==> src/rtl/mem_access_unit.sv <==
// Load/store initiator driving a byte-enabled data memory port on behalf of MEM.
// Latency: error 1, load/byte/word store 2, halfword store 3 cycles; req_ready low while busy.
module mem_access_unit #(
   parameter int ADDR_W = 32,
   parameter int DATA_W = 32
) (
   input  logic              clk,
   input  logic              rst_n,
   input  logic              req_valid,
   output logic              req_ready,
   input  logic              req_write,
   input  logic [1:0]        req_size,
   input  logic              req_unsigned,
   input  logic [ADDR_W-1:0] req_addr,
   input  logic [DATA_W-1:0] req_wdata,
   output logic              resp_valid,
   output logic [DATA_W-1:0] resp_rdata,
   output logic              resp_error,
   output logic              mem_WE,
   output logic [3:0]        mem_BE,
   output logic [ADDR_W-1:0] mem_A,
   output logic [DATA_W-1:0] mem_WD,
   input  logic [DATA_W-1:0] mem_RD
);

   typedef enum logic [2:0] {IDLE, WR0, WR1, RD, RESP} state_t;

   state_t state, next_state;

   logic [1:0] size_q;
   logic       uns_q;
   logic [1:0] off_q;
   logic [7:0] hb_q;

   logic accept;
   logic misaligned;

   logic              req_ready_d;
   logic              resp_valid_d;
   logic [DATA_W-1:0] resp_rdata_d;
   logic              resp_error_d;
   logic              mem_we_d;
   logic [3:0]        mem_be_d;
   logic [ADDR_W-1:0] mem_a_d;
   logic [DATA_W-1:0] mem_wd_d;

   logic [DATA_W-1:0] lane;
   logic [DATA_W-1:0] load_val;

   assign accept     = req_valid && req_ready;
   assign misaligned = (req_size == 2'b11) ||
                       (req_size == 2'b01 && req_addr[0]) ||
                       (req_size == 2'b10 && req_addr[1:0] != 2'b00);

   // State register
   always_ff @(posedge clk or negedge rst_n) begin
      if (!rst_n) begin
         state <= IDLE;
      end else begin
         state <= next_state;
      end
   end

   // Next-state logic
   always_comb begin
      next_state = state;
      case (state)
         IDLE: begin
            if (accept) begin
               if (misaligned)     next_state = RESP;
               else if (req_write) next_state = WR0;
               else                next_state = RD;
            end
         end
         WR0:     next_state = (size_q == 2'b01) ? WR1 : RESP;
         WR1:     next_state = RESP;
         RD:      next_state = RESP;
         RESP:    next_state = IDLE;
         default: next_state = IDLE;
      endcase
   end

   // Load extraction: the selected lane is shifted down to bit 0 before extension
   always_comb begin
      lane = mem_RD >> {off_q, 3'b000};
      case (size_q)
         2'b00:   load_val = uns_q ? {24'h0, lane[7:0]}  : {{24{lane[7]}}, lane[7:0]};
         2'b01:   load_val = uns_q ? {16'h0, lane[15:0]} : {{16{lane[15]}}, lane[15:0]};
         default: load_val = mem_RD;
      endcase
   end

   // Output decode: values computed for the state being entered, then registered
   always_comb begin
      req_ready_d  = (next_state == IDLE);
      resp_valid_d = (next_state == RESP);
      resp_rdata_d = resp_rdata;
      resp_error_d = resp_error;
      mem_we_d     = (next_state == WR0) || (next_state == WR1);
      mem_be_d     = 4'b0000;
      mem_a_d      = mem_A;
      mem_wd_d     = mem_WD;

      if (state == IDLE && accept && !misaligned) begin
         mem_a_d = {req_addr[ADDR_W-1:2], 2'b00};
      end

      if (next_state == WR0) begin
         if (req_size == 2'b10) begin
            mem_be_d = 4'b1111;
            mem_wd_d = req_wdata;
         end else begin
            mem_be_d = 4'b0001 << req_addr[1:0];
            mem_wd_d = {4{req_wdata[7:0]}};
         end
      end else if (next_state == WR1) begin
         mem_be_d = 4'b0001 << (off_q + 2'd1);
         mem_wd_d = {4{hb_q}};
      end

      if (next_state == RESP) begin
         resp_rdata_d = (state == RD) ? load_val : '0;
         resp_error_d = (state == IDLE);
      end
   end

   // Registered outputs keep WE/BE/WD glitch-free for the falling-edge memory write
   always_ff @(posedge clk or negedge rst_n) begin
      if (!rst_n) begin
         req_ready  <= 1'b0;
         resp_valid <= 1'b0;
         resp_rdata <= '0;
         resp_error <= 1'b0;
         mem_WE     <= 1'b0;
         mem_BE     <= 4'b0000;
         mem_A      <= '0;
         mem_WD     <= '0;
      end else begin
         req_ready  <= req_ready_d;
         resp_valid <= resp_valid_d;
         resp_rdata <= resp_rdata_d;
         resp_error <= resp_error_d;
         mem_WE     <= mem_we_d;
         mem_BE     <= mem_be_d;
         mem_A      <= mem_a_d;
         mem_WD     <= mem_wd_d;
      end
   end

   // Request fields needed after the accept cycle
   always_ff @(posedge clk or negedge rst_n) begin
      if (!rst_n) begin
         size_q <= 2'b00;
         uns_q  <= 1'b0;
         off_q  <= 2'b00;
         hb_q   <= 8'h00;
      end else if (state == IDLE && accept) begin
         size_q <= req_size;
         uns_q  <= req_unsigned;
         off_q  <= req_addr[1:0];
         hb_q   <= req_wdata[15:8];
      end
   end

endmodule
==> config.mk <==
export PLATFORM = sky130hd
export DESIGN_NAME = mem_access_unit
export DESIGN_NICKNAME = d
export VERILOG_FILES = /design/src/rtl/mem_access_unit.sv
export SDC_FILE = /design/constraint.sdc
export NUM_CORES = 1
export LEC_CHECK = 0
export ABC_AREA = 1
export CAP_MARGIN = 0
export CORE_MARGIN = 4
export CORE_UTILIZATION = 47
export CTS_BUF_LIST = sky130_fd_sc_hd__clkbuf_8
export DETAILED_ROUTE_END_ITERATION = 7
export HOLD_SLACK_MARGIN = 0.05
export PLACE_DENSITY = 0.83
export SLEW_MARGIN = 20
export SYNTH_ARGS = -nofsm -noshare
export SYNTH_HDL_FRONTEND = slang
export SYNTH_SLANG_ARGS = --single-unit
export TNS_END_PERCENT = 1
==> constraint.sdc <==
create_clock -name clk -period 1.7 [get_ports clk]
set_input_delay 0.34 -clock clk [delete_from_list [all_inputs] [get_ports clk]]
set_output_delay 0.34 -clock clk [all_outputs]
set_load 0.03 [all_outputs]
==> results of run 1 <==
-- synthesized netlist by cell type --
master,number,area share (%)
a21oi_1,5,0.43
a21oi_2,1,0.15
buf_1,1,0.065
buf_12,1,0.34
buf_2,13,1.1
buf_4,12,1.6
buf_6,2,0.39
clkbuf_1,15,0.97
clkinv_1,1,0.065
conb_1,1,0.065
dfrtp_1,118,51
inv_1,34,2.2
inv_2,5,0.32
inv_4,1,0.11
mux2i_1,1,0.17
nand2_1,328,21
nand2_2,10,1.1
nand2_4,2,0.39
nand3_1,101,8.7
nand3_2,4,0.69
nand4_1,32,3.4
nand4_4,1,0.37
nor2_1,15,0.97
nor2_2,1,0.11
nor2_8,1,0.34
nor3_1,1,0.086
nor3_4,1,0.28
o211ai_1,1,0.13
o21ai_0,24,2.1
o21ai_1,1,0.086
o221ai_1,3,0.45
o22ai_1,6,0.65
or2_2,2,0.22
-- layout make-up --
class | instances | area, sq um
fill | 988 | 3456
sequential | 118 | 2953
multi-input combinational | 543 | 2460
timing repair buffer | 249 | 2356
clock buffer | 18 | 247.7
clock inverter | 14 | 222.7
tap | 168 | 210.2
inverter | 41 | 156.4
-- state kept, by name, indices dropped and copies added (netlist names) --
signal      flops
state           3
uns_q           1
resp_valid      1
mem_WD         32
size_q          2
off_q           2
hb_q            8
resp_rdata     32
req_ready       1
mem_BE          4
mem_WE          1
mem_A          30
resp_error      1
-- worst paths after layout --
check | end | slack (ps) | cells after the start
max | mem_WD[20] | 90 | 1
min | resp_rdata[16] | 380 | 2
max reg2reg | resp_rdata[16] | 90 | 8
min reg2reg | resp_error | 470 | 2
max in group asynchronous | resp_rdata[5] | 750 | 3
min in group clk | mem_A[24] | 430 | 3
-- where the power goes --
group	leakage, nW	switching, mW	internal, mW	total (mW)
clock network	0.230	1.23	1.80	3.03
registers	1.52	0.645	3.80	4.45
logic	2.97	4.31	2.28	6.59
-- routing by layer --
metal / GRT usage, % / vias up / wire length, um
met5: 0 / - / 0
met4: 9.993 / 0 / 553
met3: 9.782 / 54 / 2089
met2: 41.47 / 357 / 8483
met1: 32.38 / 2800 / 7191
li1: - / 2856 / -
-- repair_timing --
action	CTS	global route
hold endpoints to repair	24	0
endpoints found under the setup margin	102	7
hold buffers	1	0
resized for setup	102	5
-- cells by family after synthesis --
logic type             after synthesis
AOI/OAI and AO/OA                   41
other                                1
and+or+nand+nor                    499
muxes                                1
DFF                                118
buffers and inverters               85
-- through the flow --
step | setup WS [ps] | cells | util [%]
global placement | -219.0 | 1118 | 68.33
floorplan | 171.0 | 746 | -
CTS | 64.12 | 1151 | 71.26
finish | 93.39 | 1151 | 71.35
detailed placement | -287.3 | 1118 | 68.33
global route | -37.51 | 1151 | 71.35
==> impl_metrics.json, run 1 <==
{
  "synthToLayoutAreaGrowth_pct": 48.11,
  "yosysWarnings": 0,
  "synthMuxAreaShare_pct": 0.1723,
  "grt_usage_pct": 26.09,
  "power_mw": 14.07,
  "ys_types": 33,
  "layout.nets": 1073,
  "ys_ff_latch": 118,
  "clk_path_buf_depth": 2,
  "cpLargestDelayFamily": "buffers and inverters",
  "synth_area_sq_mm": 0.005811,
  "fmax_mhz": 622.4,
  "period_minus_slack_ps": 1607,
  "setup_tns_ps": 0,
  "startpoint_type": "register",
  "synthXorXnorAreaFrac_pct": 0,
  "wl_per_cell_um": 15.91,
  "routed-via-count": 6067,
  "drive_gt1_share_pct": 11.19,
  "io_pins": 207,
  "synthCells": 745,
  "final_antenna_net_count": 0,
  "cts.clk_slew.worst_paths_ps": 70,
  "die_h_um": 119.2,
  "leakage_nw": 4.715,
  "grt_max_degree": 63,
  "grt_pass1_wl_mm": 29.62,
  "holdCritPathClass": "input pin to async pin",
  "r2r-start": "off_q[0]",
  "post-cts-setup-buffer-count": 0,
  "arrival_ps": 1270,
  "finalSetupViolations": 0,
  "antenna_found_initial": 0,
  "path_cells": "dlygate4sd2_1",
  "ys_seq_area_share_pct": 50.82,
  "synth-simple-area-share_pct": 37.86,
  "avgSynthCellArea_sq_um": 7.799,
  "layout_common_cells": "nand2_1 (326), dfrtp_1 (118), dlygate4sd2_1 (102)",
  "slew_violations": 0,
  "fin_area_sq_mm": 0.008606,
  "avgViaCountPerCell": 5.271,
  "wl_mm": 18.32,
  "rows": 40,
  "crit_fanout": 2,
  "placement.cell_area_sq_mm": 0.008242,
  "firstDrtPassIters": 5,
  "cts_sinks": 118,
  "clk_latency_ps": 430,
  "synth-compound-area-share_pct": 3.962,
  "startpoint": "mem_WD[20]",
  "crit_required_ps": 1360,
  "path_buf_inv": 1,
  "root_buffer": "clkbuf_8",
  "drv_cap": 0,
  "crit_path_top_delay_cell": "dlygate4sd2_1",
  "antenna_cells": 0,
  "hpwl_mm": 13.13,
  "overflow": 0,
  "fp.dieW_um": 119.2,
  "tritoncts": "done",
  "route.detailed.drc": 0,
  "hold_viol_final": 0,
  "die_area_sq_mm": 0.01421,
  "initial_core_util_pct": 48.17,
  "synth_top_family_by_area": "simple AND/OR/NAND/NOR gates",
  "crit_type": "register to output port",
  "grt_pass1_vias": 6009,
  "crit_path_end_kind": "output port",
  "final_common_cell": "nand2_1",
  "cpPeakStageDelay_ps": 430,
  "htree_levels": 4,
  "finalClockSkew_ps": 7.280,
  "cts_buffers": 17,
  "whs_ps": 377.9,
  "gp_congestion": 0.9033,
  "status": "completed",
  "min_period_over_period_pct": 94.51,
  "portBuffers": 204,
  "synth_fa_ha_area_share_pct": 0,
  "p_per_area_mw_per_mm2": 1635,
  "peakVddDrop_mv": 1.123,
  "drt_iter0_drc": 472,
  "fp.coreArea_sq_mm": 0.01206
}
No activity file was read; power rests on OpenSTA's default activity.
==> run 2, diff against run 1 <==
--- a/config.mk
+++ b/config.mk
@@ -7,12 +7,13 @@
 export LEC_CHECK = 0
 export ABC_AREA = 1
 export CAP_MARGIN = 0
+export CORE_ASPECT_RATIO = 0.9
 export CORE_MARGIN = 4
 export CORE_UTILIZATION = 47
 export CTS_BUF_LIST = sky130_fd_sc_hd__clkbuf_8
 export DETAILED_ROUTE_END_ITERATION = 7
 export HOLD_SLACK_MARGIN = 0.05
-export PLACE_DENSITY = 0.83
+export PLACE_DENSITY_LB_ADDON = 0.05
 export SLEW_MARGIN = 20
 export SYNTH_ARGS = -nofsm -noshare
 export SYNTH_HDL_FRONTEND = slang
==> constraint.sdc (replaced) <==
create_clock -name clk -period 1.6 [get_ports clk]
set_input_delay 0.32 -clock clk [delete_from_list [all_inputs] [get_ports clk]]
set_output_delay 0.32 -clock clk [all_outputs]
set_load 0.03 [all_outputs]
==> run 2 against run 1 <==
Net effect:
- cell count fell by 0.70%
- non-clock buffer count did not move
- worst setup slack got worse by 34 ps
- clock-buffer cell count did not move
- hold slack got worse by 140 ps
- combinational power rose by 7.7%
- utilization fell by 0.24 points
- sequential cell count did not move
- via count fell by 1.2%
- critical path type unchanged
- critical endpoint is now mem_WD[19]
- highest routed layer unchanged
==> impl_metrics.json, run 2 (synthesis results as in run 1) <==
{
  "status": "completed",
  "wl_per_cell_um": 16.18,
  "drv_cap": 0,
  "antenna_cells": 0,
  "crit_path_top_delay_cell": "dlygate4sd2_1",
  "path_buf_inv": 1,
  "drive_gt1_share_pct": 11.90,
  "io_pins": 207,
  "fmax_mhz": 648.9,
  "root_buffer": "clkbuf_8",
  "grt_max_degree": 57,
  "route.met2.wl_mm": 8.568,
  "top_layer": "met4",
  "post-cts-setup-buffer-count": 0,
  "holdCritPathClass": "input pin to async pin",
  "r2r_slack_ps": 100,
  "drt_iter0_drc": 510,
  "multiInputGateArea_sq_mm": 0.002490,
  "crit_type": "register to output port",
  "fp.coreArea_sq_mm": 0.01208,
  "overflow": 0,
  "grt_usage_pct": 26.58,
  "period_minus_slack_ps": 1541,
  "crit_required_ps": 1280,
  "crit_path_end_kind": "output port",
  "rows": 38,
  "p_per_area_mw_per_mm2": 1711,
  "die_area_sq_mm": 0.01421,
  "grt_pass1_wl_mm": 30.33,
  "initial_core_util_pct": 48.11,
  "crit_fanout": 2,
  "switching_share_pct": 44.71,
  "hpwl_mm": 13.82,
  "finalSetupViolations": 0,
  "fillerInstances": 1022,
  "htree_levels": 4,
  "wl_mm": 18.49,
  "hold_viol_final": 0,
  "whs_ps": 236.2,
  "final_common_cell": "nand2_1",
  "clk_path_buf_depth": 2,
  "layout.nets": 1073,
  "die_h_um": 113.5,
  "route.detailed.drc": 0,
  "routed-via-count": 5992,
  "r2r-start": "state[1]",
  "setup_tns_ps": 0,
  "avgViaCountPerCell": 5.242,
  "layout_common_cells": "nand2_1 (324), dfrtp_1 (115), nand3_1 (101), clkdlybuf4s50_1 (101), dlygate4sd2_1 (94)",
  "comb_power_share_pct": 48.4,
  "clk_latency_ps": 430,
  "gp_congestion": 0.8947,
  "min_period_over_period_pct": 96.31,
  "setup_slack_ps": 58.98,
  "wl_met3_mm": 1.924,
  "final_antenna_net_count": 0,
  "path_cells": "dlygate4sd2_1",
  "cts_buffers": 17,
  "startpoint_type": "register",
  "antenna_found_initial": 0,
  "firstDrtPassIters": 5,
  "netSwitchingPower_mw": 6.568,
  "r2r_end": "mem_BE[1]",
  "pre_cts_ws_ps": -410.8,
  "synthToLayoutAreaGrowth_pct": 47.78,
  "portBuffers": 204,
  "cts_sinks": 118,
  "intPower_mw": 8.121,
  "tritoncts": "done",
  "fp.dieW_um": 125.2,
  "leakage_nw": 4.667,
  "fin_util_pct": 71.10,
  "seq_power_share_pct": 32.2,
  "grt_pass1_vias": 6019,
  "finalClockSkew_ps": 15.02,
  "cpLargestDelayFamily": "buffers and inverters",
  "cpPeakStageDelay_ps": 420,
  "slew_violations": 0,
  "top_regs": "mem_WD x32, resp_rdata x32, mem_A x30",
  "p_clk_share_pct": 19.4,
  "cts.clk_slew.worst_paths_ps": 70,
  "r2r_cells": 8,
  "peakVddDrop_mv": 1.195,
  "rsz0062_at_grt": "true",
  "regArea_sq_mm": 0.002957,
  "arrival_ps": 1220,
  "wl_met1_mm": 7.836
}
run 2: power by group through the flow:
stage | clock network [mW] | registers [mW] | logic (mW)
after floorplan | 0 | 6.37 | 2.73
after global placement | 0 | 4.73 | 7.55
after detailed placement | 0 | 4.76 | 7.65
after CTS | 2.90 | 4.71 | 7.06
after global routing | 3.06 | 4.87 | 7.76
final | 2.86 | 4.73 | 7.10
run 2: final cells by class:
class	count	share of cell area, %
sequential	118	34.43
multi-input combinational	543	29.00
timing repair buffer	249	27.51
clock buffer	18	2.885
tap	160	2.331
clock inverter	14	2.025
inverter	41	1.821
run 2: how the worst max path moves through the flow:
stage,to,start,cells after the start
6_report,mem_WD[19],mem_WD[19],1
4_1_cts,resp_error,resp_error,1
5_1_grt,resp_rdata[8],off_q[0],10
3_5_place_dp,mem_WD[4],req_size[1],8
2_1_floorplan,mem_WD[0],req_ready,8
3_3_place_gp,resp_rdata[7],req_size[1],9
run 2: per-layer routing:
metal  vias to the layer above  global-route usage [%]
met4                         0                   6.503
met2                       300                   41.49
li1                       2863                       -
met1                      2810                   35.70
met5                         -                       0
met3                        19                   9.738
run 2: through the flow:
| step | cell area (sq um) | power (mW) | cells |
|---|---|---|---|
| 2_1_floorplan | 5814 | 9.102 | 746 |
| 3_3_place_gp | 8232 | 12.28 | 1110 |
| 3_5_place_dp | 8232 | 12.42 | 1110 |
| 4_1_cts | 8538 | 14.67 | 1143 |
| 5_1_grt | 8587 | 15.69 | 1143 |
| 6_report | 8587 | 14.69 | 1143 |
run 2: timing repair:
action,CTS,global route
endpoints found under the hold margin,118,0
hold buffers,1,0
gates resized for setup,103,23
pin swaps,0,1
setup endpoints to repair,107,106
run 2: worst reg2reg max path, stage by stage (launching register included):
cell     delay (ps)
dfrtp_2         450
inv_2           110
nand4_4         130
nor2_4          190
nand3_2         150
buf_12          190
inv_1            70
nand2_1          40
o21ai_0          80
==> run 3, diff against run 2 <==
--- a/config.mk
+++ b/config.mk
@@ -9,9 +9,10 @@
 export CAP_MARGIN = 0
 export CORE_ASPECT_RATIO = 0.9
 export CORE_MARGIN = 4
-export CORE_UTILIZATION = 47
+export CORE_UTILIZATION = 50
 export CTS_BUF_LIST = sky130_fd_sc_hd__clkbuf_8
 export DETAILED_ROUTE_END_ITERATION = 7
+export DONT_BUFFER_PORTS = 1
 export HOLD_SLACK_MARGIN = 0.05
 export PLACE_DENSITY_LB_ADDON = 0.05
 export SLEW_MARGIN = 20
==> run 3 against run 2 <==
Net effect:
- the run now ends with negative hold slack left
- total power decreased by 12%
- die area decreased by 5.6%
- combinational power decreased by 48%
- largest cell class unchanged
- worst setup slack got worse by 23 ps
- sequential power increased by 41%
- critical endpoint is now mem_WD[8]
- sequential cell count unchanged
==> impl_metrics.json, run 3 (synthesis results as in run 1) <==
{
  "p_per_area_mw_per_mm2": 1858,
  "startpoint": "req_write",
  "power_mw": 12.93,
  "tightest_slew_ps": 1083,
  "grt_max_degree": 119,
  "path_cells": "dlygate4sd3_1 > nand4_1 > nand3_1",
  "peakVddDrop_mv": 0.9812,
  "crit_required_ps": 1980,
  "cts.clk_slew.worst_paths_ps": 80,
  "layout_common_cells": "nand2_1 (328), dfrtp_1 (117), nand3_1 (101)",
  "fmax_mhz": 639.3,
  "avgViaCountPerCell": 5.416,
  "layout.nets": 907,
  "fp.dieW_um": 121.6,
  "htree_levels": 4,
  "clk_path_buf_depth": 2,
  "wl_met1_mm": 7.474,
  "r2r-start": "state[1]",
  "slew_violations": 0,
  "r2r_end": "mem_BE[2]",
  "finalSetupViolations": 0,
  "portBuffers": 0,
  "setup_tns_ps": 0,
  "r2r_slack_ps": 40,
  "cpLargestDelayFamily": "buffers and inverters",
  "grt_pass1_vias": 5121,
  "overflow": 0,
  "cp_num_cells": 3,
  "hpwl_mm": 11.95,
  "fp.coreArea_sq_mm": 0.01139,
  "top_regs": "mem_WD x32, resp_rdata x32, mem_A x30",
  "tritoncts": "done",
  "endpoint": "mem_WD[8]",
  "synthToLayoutAreaGrowth_pct": 19.79,
  "route.met2.wl_mm": 7.669,
  "die_area_sq_mm": 0.01341,
  "route.detailed.drc": 0,
  "path_buf_inv": 1,
  "finalClockSkew_ps": 10.50,
  "wl_met3_mm": 1.890,
  "crit_path_top_delay_cell": "dlygate4sd3_1",
  "crit_path_end_kind": "register",
  "violations": "negative hold slack",
  "initial_core_util_pct": 51.02,
  "antenna_cells": 0,
  "drive_gt1_share_pct": 11.04,
  "wl_mm": 17.38,
  "cts_buffers": 17,
  "wl_per_cell_um": 17.90,
  "whs_ps": -420.1,
  "leakage_nw": 3.703,
  "crit_fanout": 27,
  "root_buffer": "clkbuf_8",
  "die_h_um": 110.3,
  "grt_pass1_wl_mm": 27.50,
  "firstDrtPassIters": 5,
  "setup_slack_ps": 35.84,
  "final_antenna_net_count": 0,
  "clk_latency_ps": 440,
  "arrival_ps": 1940,
  "fin_util_pct": 61.12,
  "cpPeakStageDelay_ps": 1250,
  "io_pins": 207,
  "holdCritPathClass": "input pin to async pin",
  "final_common_cell": "nand2_1",
  "routed-via-count": 5259,
  "cts_sinks": 118,
  "relSlewSlack_pct": 27.58,
  "top_layer": "met4",
  "drv_cap": 0,
  "min_period_over_period_pct": 97.76,
  "crit_type": "input pin to register",
  "gp_congestion": 0.8891,
  "post-cts-setup-buffer-count": 0,
  "cts_hold_buf": 51,
  "drt_iter0_drc": 499,
  "r2r_cells": 8,
  "status": "finished, violations left",
  "startpoint_type": "input pin",
  "grt_usage_pct": 26.57,
  "pre_cts_ws_ps": 36.06,
  "antenna_found_initial": 0,
  "hold_viol_final": 118,
  "rsz0062_at_grt": "true",
  "rows": 37,
  "period_minus_slack_ps": 1564
}
-- run 3: changes by cell type in the layout (fill, tap and decap cells not counted), sizes merged --
| cell | previous run | this run |
|---|---|---|
| dlygate4sd2 | 94 | 0 |
| buf | 45 | 32 |
| clkdlybuf4s15 | 8 | 0 |
| bufinv | 3 | 1 |
| dlygate4sd3 | 1 | 51 |
| clkdlybuf4s50 | 101 | 0 |
| inv | 44 | 42 |
| clkbuf | 18 | 21 |
| clkinvlp | 3 | 2 |
-- run 3: layout make-up --
| cell class | count | area [sq um] |
|---|---|---|
| Clock inverter | 9 | 80.08 |
| Multi-Input combinational cell | 543 | 2469 |
| Fill cell | 1036 | 4428 |
| Timing Repair Buffer | 83 | 817.0 |
| Inverter | 41 | 156.4 |
| Tap cell | 156 | 195.2 |
| Clock buffer | 21 | 289.0 |
| Sequential cell | 118 | 2954 |
-- run 3: power by group --
group | switching, mW | total (mW) | internal [mW]
clock | 1.20 | 2.57 | 1.36
sequential | 2.63 | 6.65 | 4.02
combinational | 2.28 | 3.72 | 1.43
-- run 3: worst reg2reg max path, cell delays in order, from the launching register on --
cell     delay [ps]
dfrtp_1         440
inv_2           120
nand4_4         130
nor2_4          210
nand3_2         120
buf_12          200
inv_1            90
nand2_1          50
o21ai_0         110
-- run 3: through the flow --
step,area (sq um),std cells
after CTS,6939,971
after global routing,6960,971
final,6960,971
after global placement,6060,890
after floorplan,5814,746
after detailed placement,6060,890
-- run 3: worst min path at each step --
| stage | end | slack (ps) | start | cells past startpoint |
|---|---|---|---|---|
| CTS | mem_WD[7] | -460 | rst_n | 0 |
| detailed placement | mem_WD[14] | 30 | rst_n | 0 |
| global placement | mem_WE | 30 | rst_n | 0 |
| global route | mem_WD[11] | -460 | rst_n | 0 |
| floorplan | hb_q[0] | 20 | rst_n | 0 |
| finish | mem_WD[15] | -420 | rst_n | 0 |
-- run 3: repair_timing --
action,4_1_cts,5_1_grt
setup endpoints to repair,0,52
hold endpoints to repair,187,118
resized for setup,0,5
-- run 3: routing by layer --
layer	track usage (%)	up-vias
met5	0	-
met4	9.520	0
met3	9.235	33
met2	38.78	267
met1	36.90	2428
li1	-	2531
